===== src/rtl/arb_pkg.sv =====
// Shared types and defaults for the round-robin grant scheduler.
package arb_pkg;

   typedef enum logic {
      IDLE  = 1'b0,
      GRANT = 1'b1
   } state_t;

   localparam int N_REQ_DEF    = 8;
   localparam int HOLD_MAX_DEF = 16;

   function automatic int idx_width(input int n);
      return (n > 1) ? $clog2(n) : 1;
   endfunction

endpackage


===== src/rtl/rr_priority_pick.sv =====
// Combinational round-robin pick: first set request at or above ptr, wrapping.
module rr_priority_pick #(
   parameter int N_REQ = 8,
   parameter int IDX_W = 3
) (
   input  logic [N_REQ-1:0] req,
   input  logic [IDX_W-1:0] ptr,
   output logic [IDX_W-1:0] winner,
   output logic             any_req
);

   logic [2*N_REQ-1:0] dbl;
   logic [N_REQ-1:0]   rot;
   logic [IDX_W-1:0]   off;

   always_comb begin
      // Doubling the vector turns the circular rotate into a plain shift.
      dbl = {req, req} >> ptr;
      rot = dbl[N_REQ-1:0];
      off = '0;
      for (int i = N_REQ - 1; i >= 0; i--) begin
         if (rot[i]) off = IDX_W'(i);
      end
      // N_REQ is a power of two, so the add wraps modulo N_REQ for free.
      winner  = off + ptr;
      any_req = |req;
   end

endmodule


===== src/rtl/rr_grant_scheduler.sv =====
// Round-robin arbiter with held grants, owner release and optional hold timeout.
module rr_grant_scheduler
   import arb_pkg::*;
#(
   parameter int N_REQ    = N_REQ_DEF,
   parameter int IDX_W    = idx_width(N_REQ),
   parameter int HOLD_MAX = HOLD_MAX_DEF
) (
   input  logic             clk,
   input  logic             rst_n,
   input  logic [N_REQ-1:0] req,
   input  logic             done,
   output logic [N_REQ-1:0] gnt,
   output logic [IDX_W-1:0] gnt_idx,
   output logic             gnt_valid,
   output logic             preempt
);

   localparam int CNT_W = (HOLD_MAX > 1) ? $clog2(HOLD_MAX) : 1;
   // With the timeout disabled the counter just saturates at all-ones.
   localparam logic [CNT_W-1:0] CNT_TOP = (HOLD_MAX == 0) ? {CNT_W{1'b1}} : CNT_W'(HOLD_MAX - 1);

   state_t           state;
   logic [IDX_W-1:0] ptr;
   logic [CNT_W-1:0] hold_cnt;
   logic [IDX_W-1:0] idx_q;
   logic             valid_q;
   logic             preempt_q;

   logic [IDX_W-1:0] winner;
   logic             any_req;
   logic             owner_req;
   logic             timeout;
   logic             rel;

   rr_priority_pick #(
      .N_REQ (N_REQ),
      .IDX_W (IDX_W)
   ) u_pick (
      .req     (req),
      .ptr     (ptr),
      .winner  (winner),
      .any_req (any_req)
   );

   always_comb begin
      owner_req = req[idx_q];
      timeout   = (HOLD_MAX != 0) && (hold_cnt == CNT_TOP);
      rel       = done | ~owner_req | timeout;
   end

   always_ff @(posedge clk or negedge rst_n) begin
      if (!rst_n) begin
         state     <= IDLE;
         ptr       <= '0;
         hold_cnt  <= '0;
         idx_q     <= '0;
         valid_q   <= 1'b0;
         preempt_q <= 1'b0;
      end else begin
         case (state)
            IDLE: begin
               preempt_q <= 1'b0;
               if (any_req) begin
                  idx_q    <= winner;
                  valid_q  <= 1'b1;
                  hold_cnt <= '0;
                  state    <= GRANT;
               end
            end
            GRANT: begin
               if (rel) begin
                  idx_q     <= '0;
                  valid_q   <= 1'b0;
                  ptr       <= idx_q + 1'b1;
                  state     <= IDLE;
                  // Only a pure timeout counts as a preemption.
                  preempt_q <= timeout & ~done & owner_req;
               end else begin
                  preempt_q <= 1'b0;
                  if (hold_cnt != CNT_TOP) hold_cnt <= hold_cnt + 1'b1;
               end
            end
            default: state <= IDLE;
         endcase
      end
   end

   always_comb begin
      gnt = '0;
      for (int i = 0; i < N_REQ; i++) begin
         gnt[i] = valid_q && (idx_q == IDX_W'(i));
      end
   end

   assign gnt_idx   = idx_q;
   assign gnt_valid = valid_q;
   assign preempt   = preempt_q;

endmodule


===== config.mk =====
export PLATFORM = sky130hd
export DESIGN_NAME = rr_grant_scheduler
export DESIGN_NICKNAME = d
export VERILOG_FILES = /design/src/rtl/arb_pkg.sv /design/src/rtl/rr_priority_pick.sv /design/src/rtl/rr_grant_scheduler.sv
export SDC_FILE = /design/constraint.sdc
export NUM_CORES = 1
export LEC_CHECK = 0
export CAP_MARGIN = 20
export CORE_UTILIZATION = 50
export CTS_CLUSTER_SIZE = 8
export DETAILED_ROUTE_END_ITERATION = 12
export PLACE_DENSITY = 0.76
export SLEW_MARGIN = 30
export SYNTH_ARGS = -nofsm -noshare
export SYNTH_HDL_FRONTEND = slang
export SYNTH_HIERARCHICAL = 1
export SYNTH_SLANG_ARGS = --single-unit

===== constraint.sdc =====
create_clock -name clk -period 4.01 [get_ports clk]
set_input_delay 0.6015 -clock clk [delete_from_list [all_inputs] [get_ports clk]]
set_output_delay 0.6015 -clock clk [all_outputs]
set_load 0.1 [all_outputs]

==> metrics.txt, run 1 <==
status=completed; Max clock buf depth=2; fmax=0.2862 GHz; Syn Std Cell Area=1406 sq um; unique cell type count in the Yosys netlist=43; top post-synthesis cells by area=dfrtp_1 (23%), mux4_1 (13%), mux2i_1 (11%); Async SR Flop Fraction=100.0%; TritonCTS buffer count=3; CTS resizes=0; slew margin rel.=34.98%; CTS tree=yes; ANT cells=0; Die Wd=55.04 um; Post-synth EDFFs=0; maximum VDD drop=0.5588 mV; GRT overflow=0; NumNets Final=181; Synth-to-Final Area Change=17.62%; Worst Setup Path Type=in -> reg; vias after detailed routing=1178; RSZ-0062 raised after global routing=no; Clk pwr share=6.3%; worst reg2reg startpoint=ptr[0]$_DFFE_PN0P_; Sw Ratio=55.49%; worst hold margin=0.5169 ns; worst r2r path cells=12; share of cells above drive strength 1=9.375%; most common cell after layout, fill and taps aside=clkdlybuf4s50_1; leak pwr=0.7457 nW; clk_lat worst skew=0.28 ns; Cells after Synth=140; Comb pwr share=70.8%; Vert. Die Dim=55.04 um; internal power=0.5960 mW; Vias/cell=6.200; crit end category=register; Yosys reg bits=13; Power Total=1.339 mW; final period utilization=87.12%; Routed WL per cell=15.96 um; Synthesis Warnings=6; final hold viol count=0; total track usage=22.29%; die footprint=3029 sq um; predominant post-synthesis flop cell=dfrtp_1; # DRC=0; ANT nets after route=0; Syn Nets=160; first-pass GRT wire length=4774 um; Worst setup startpoint=req[2]; final max-slew violation count=0; cell taking the most area after synthesis=dfrtp_1; routed wire length=3032 um; Site Rows=18; antenna violations before repair=0; H-tree lvl count=1; IO buf count=23; drt pass-1 iters=4; fill cell count=225; Initial Utilization=54.78%; syn avg cell area=10.05 sq um; postcts setup bufs=0; Sequential Power Share=22.9%; Worst-path clk slew=0.08 ns; Slew @ Worst Pin=0.9722 ns; endpoints failing setup=0; TNS Setup=0 ns; I/O Pins=24; clk_skew=0.006098 ns; register area=325.3 sq um; Tmin final=3.494 ns; Switch Pwr=0.7430 mW; hold_buf cts=0; critical path arrival=3.69 ns; worst-path fanout max=7; sequential area share after synthesis=23.13%; CP Launch Type=input pin; largest net degree at the start of global routing=15; multi-input logic area=991.0 sq um; 1st-iter DRT viols=24; max cap viols=0; dpl hpwl=2349 um; Pwr Density=809.5 nW/um^2; vias in the first global route=1013; Non-Filler Instances=190; clock sinks=13; routability congestion estimate=0.8061; Placed Cells=186; reg2reg setup slack=0.65 ns; Core Region=2567 sq um; most frequent cells in the layout=clkdlybuf4s50_1 (22), mux2i_1 (15), nand2_1 (13), dfrtp_1 (13), inv_1 (12); Synth top area share=23.13%; Hold Crit Depth=1; Critical Path RT=4.21 ns; worst min-delay path category=reg -> reg; root buffer cell=clkbuf_4; Critical Path Sink=gnt_idx[2]$_DFFE_PN0P_; worst reg2reg path endpoint=gnt_idx[2]$_DFFE_PN0P_
cells by family after synthesis:
group | share of synthesized area [%]
compound gates | 15.84
simple gates | 16.01
xor+xnor | 1.246
mux | 28.82
fa+ha+maj | 8.541
flops | 23.13
buf+inv | 6.405
stage by stage:
step	setup WS, ns	util (%)	area [sq um]
after floorplan	1.029	-	1406
after global placement	0.3511	63.35	1627
after detailed placement	0.2430	63.35	1627
after CTS	0.5260	64.43	1654
after global routing	0.3022	64.43	1654
final	0.5165	64.43	1654
cell usage after synthesis, types with 2 or more instances:
library cell and n:
mux2i_1 15, dfrtp_1 13, nand2_1 13, inv_1 12, ha_1 8, and2_1 7
mux4_1 7, nor2_1 5, and3_1 4, mux2_2 3, nand3_1 3, nor2b_1 3
o211ai_1 3, o21ai_0 3, o22ai_1 3, a221o_1 2, a221oi_2 2, a31oi_1 2
buf_2 2, buf_6 2, clkbuf_1 2, mux2_1 2, nand4_1 2, nor4_1 2
xnor2_1 2
how the worst min path moves through the flow:
stage / from / slack (ns) / to
floorplan: rst_n / 0.31 / gnt_idx[0]$_DFFE_PN0P_
global placement: hold_cnt[0]$_DFFE_PN0P_ / 0.50 / hold_cnt[0]$_DFFE_PN0P_
detailed placement: hold_cnt[0]$_DFFE_PN0P_ / 0.51 / hold_cnt[0]$_DFFE_PN0P_
CTS: hold_cnt[0]$_DFFE_PN0P_ / 0.52 / hold_cnt[0]$_DFFE_PN0P_
global route: hold_cnt[0]$_DFFE_PN0P_ / 0.55 / hold_cnt[0]$_DFFE_PN0P_
finish: hold_cnt[0]$_DFFE_PN0P_ / 0.52 / hold_cnt[0]$_DFFE_PN0P_
power groups by stage:
stage | clock network [mW] | registers [mW] | logic [mW]
floorplan | 0 | 0.346 | 0.731
finish | 0.0848 | 0.306 | 0.948
global route | 0.0900 | 0.319 | 1.04
global placement | 0 | 0.305 | 0.928
detailed placement | 0 | 0.309 | 0.950
CTS | 0.0858 | 0.307 | 0.954
state kept, by name, indices dropped and copies added (netlist names):
name and flops:
gnt_idx 3, gnt_valid 1, hold_cnt 4, preempt 1, ptr 3, state 1
routing by layer:
| metal | share of wire (%) | up-vias | GRT usage [%] |
|---|---|---|---|
| li1 | - | 573 | - |
| met1 | 47 | 571 | 31.34 |
| met2 | 49 | 32 | 37.15 |
| met3 | 3.6 | 2 | 3.005 |
| met4 | 0.49 | 0 | 3.333 |
| met5 | 0 | - | 0 |
layout make-up:
| class | instances | area share (%) |
|---|---|---|
| inverters | 12 | 2.723 |
| multi-input cells | 108 | 59.91 |
| flip-flops and latches | 13 | 19.67 |
| well taps | 30 | 2.269 |
| clock inverters | 1 | 0.3026 |
| clock buffers | 3 | 1.362 |
| repair buffers | 23 | 13.77 |
worst max-delay path, stage by stage:
cell             delay (ns)
clkdlybuf4s50_1        0.53
mux4_1                 0.57
mux2i_1                0.23
o311ai_0               0.18
a21bo_2                0.24
a31oi_1                0.18
ha_1                   0.16
inv_1                  0.05
fa_1                   0.37
xnor2_1                0.14
xnor2_1                0.18
mux2i_1                0.09
o22ai_1                0.17
No activity file was read; power rests on OpenSTA's default activity.
==> inputs of run 2 (changes only) <==
--- a/config.mk
+++ b/config.mk
@@ -9,6 +9,7 @@
 export CORE_UTILIZATION = 50
 export CTS_CLUSTER_SIZE = 8
 export DETAILED_ROUTE_END_ITERATION = 12
+export MAX_ROUTING_LAYER = met4
 export PLACE_DENSITY = 0.76
 export SLEW_MARGIN = 30
 export SYNTH_ARGS = -nofsm -noshare
==> metrics.txt, run 2 (synthesis results as in run 1) <==
slew margin rel.=34.98% (unchanged); crit-path cells=clkdlybuf4s50_1 > mux4_1 > mux2i_1 > o311ai_0 > a21bo_2 > a31oi_1 > ha_1 > inv_1 > fa_1 > xnor2_1 > xnor2_1 > mux2i_1 > o22ai_1; ANT cells=0 (unchanged); TNS Setup=0 ns (unchanged); Site Rows=18 (unchanged); dpl hpwl=2349 um (unchanged); worst-path fanout max=7 (unchanged); routed wire length=3043 um (+0.36%); final hold viol count=0 (unchanged); leak pwr=0.7457 nW (unchanged); most common cell after layout, fill and taps aside=clkdlybuf4s50_1; CTS resizes=0 (unchanged); worst reg2reg path endpoint=gnt_idx[2]$_DFFE_PN0P_; die footprint=3029 sq um (unchanged); max reg flops=4 (unchanged); crit end category=register; Routed WL per cell=16.02 um (+0.36%); IO buf count=23 (unchanged); postcts setup bufs=0 (unchanged); max incr delay on CP=0.57 ns (about the same); fill cell count=225 (unchanged); Max clock buf depth=2 (unchanged); Critical Path Sink=gnt_idx[2]$_DFFE_PN0P_; # DRC=0 (unchanged); worst r2r path cells=12 (unchanged); Pwr Density=810.3 nW/um^2 (about the same); ANT nets after route=0 (unchanged); Slew @ Worst Pin=0.9722 ns (unchanged); root buffer cell=clkbuf_4; setup ws final=0.5121 ns (-0.004433 ns); Core Region=2567 sq um (unchanged); status=completed; maximum VDD drop=0.5591 mV (about the same); final max-slew violation count=0 (unchanged); GRT overflow=0 (unchanged); CP max stage cell=mux4_1; Worst setup startpoint=req[2]; Die Wd=55.04 um (unchanged); register area=325.3 sq um (unchanged); Worst-path clk slew=0.08 ns (about the same); dpl ws=0.2430 ns (unchanged); endpoints failing setup=0 (unchanged); antenna violations before repair=0 (unchanged); total track usage=22.93% (+0.63 points); clock sinks=13 (unchanged); Hold Crit Depth=1 (unchanged); NumNets Final=181 (unchanged); Tmin final=3.498 ns (+0.004433 ns); vias after detailed routing=1179 (+0.085%); reg2reg setup slack=0.65 ns (about the same); drt pass-1 iters=4 (unchanged); Vias/cell=6.205 (about the same); most frequent cells in the layout=clkdlybuf4s50_1 (22), mux2i_1 (15), nand2_1 (13), dfrtp_1 (13), inv_1 (12); worst min-delay path category=reg -> reg; Synth-to-Final Area Change=17.62% (unchanged); final period utilization=87.23% (+0.11 points); RSZ-0062 raised after global routing=no; routability congestion estimate=0.8178 (+1.5%); critical path arrival=3.70 ns (about the same); clk_lat worst skew=0.28 ns (about the same); largest net degree at the start of global routing=15 (unchanged); CP Launch Type=input pin; multi-input logic area=991.0 sq um (unchanged); I/O Pins=24 (unchanged); CTS tree=yes; max cap viols=0 (unchanged); H-tree lvl count=1 (unchanged); vias in the first global route=1013 (unchanged); Top reg by flops=hold_cnt; fmax=0.2859 GHz (-0.13%); share of cells above drive strength 1=9.375% (unchanged); first-pass GRT wire length=4774 um (unchanged); TritonCTS buffer count=3 (unchanged); clk_skew=0.006105 ns (+0.000006880 ns); Initial Utilization=54.78% (unchanged); hold_buf cts=0 (unchanged); Worst Setup Path Type=in -> reg; worst reg2reg startpoint=ptr[0]$_DFFE_PN0P_; Vert. Die Dim=55.04 um (unchanged); 1st-iter DRT viols=23 (-4.2%); Critical Path RT=4.21 ns (about the same)
[run 2: cell counts in the layout (fill, tap and decap cells not counted)]
No cell type changed its count.
[run 2: worst min-delay path by stage]
stage | to | slack [ns] | from
floorplan | gnt_idx[0]$_DFFE_PN0P_ | 0.31 | rst_n
global placement | hold_cnt[0]$_DFFE_PN0P_ | 0.50 | hold_cnt[0]$_DFFE_PN0P_
detailed placement | hold_cnt[0]$_DFFE_PN0P_ | 0.51 | hold_cnt[0]$_DFFE_PN0P_
CTS | hold_cnt[0]$_DFFE_PN0P_ | 0.52 | hold_cnt[0]$_DFFE_PN0P_
global route | hold_cnt[0]$_DFFE_PN0P_ | 0.55 | hold_cnt[0]$_DFFE_PN0P_
finish | hold_cnt[0]$_DFFE_PN0P_ | 0.52 | hold_cnt[0]$_DFFE_PN0P_
[run 2: per-layer routing]
metal	wire [um]	share of wire (%)	global-route usage (%)	vias up
met5	0	0	-	-
met4	15	0.49	3.333	0
met3	108	3.5	3.005	2
met2	1493	49	37.15	30
met1	1425	47	31.34	574
li1	-	-	-	573
[run 2: area by class of cell]
cell class / instances / share of cell area, %
clock buffer: 3 / 1.362
sequential: 13 / 19.67
timing repair buffer: 23 / 13.77
tap: 30 / 2.269
multi-input combinational: 108 / 59.91
inverter: 12 / 2.723
clock inverter: 1 / 0.3026
[run 2: power breakdown]
| group | switching, mW | internal, mW |
|---|---|---|
| combinational | 0.567 | 0.382 |
| clock | 0.0478 | 0.0370 |
| sequential | 0.129 | 0.177 |
[run 2: critical path, delay by kind of cell]
kind	cells	cell delay [ns]
mux	3	0.89
compound gates	4	0.77
buf+inv	2	0.58
fa+ha+maj	2	0.53
xor+xnor	2	0.32
[run 2: through the flow]
step / instances / util (%) / total power, mW / hold WS (ns) / instance area, sq um
6_report: 190 / 64.43 / 1.340 / 0.5169 / 1654
5_1_grt: 190 / 64.43 / 1.446 / 0.5455 / 1654
4_1_cts: 190 / 64.43 / 1.346 / 0.5176 / 1654
3_5_place_dp: 186 / 63.35 / 1.259 / 0.5060 / 1627
3_3_place_gp: 186 / 63.35 / 1.233 / 0.5039 / 1627
2_1_floorplan: 140 / - / 1.076 / 0.3059 / 1406
==> inputs of run 3 (changes only) <==
--- a/config.mk
+++ b/config.mk
@@ -5,7 +5,6 @@
 export SDC_FILE = /design/constraint.sdc
 export NUM_CORES = 1
 export LEC_CHECK = 0
-export CAP_MARGIN = 20
 export CORE_UTILIZATION = 50
 export CTS_CLUSTER_SIZE = 8
 export DETAILED_ROUTE_END_ITERATION = 12
==> results of run 3 <==
Final layout, timing and power as in run 2 (identical DEF).
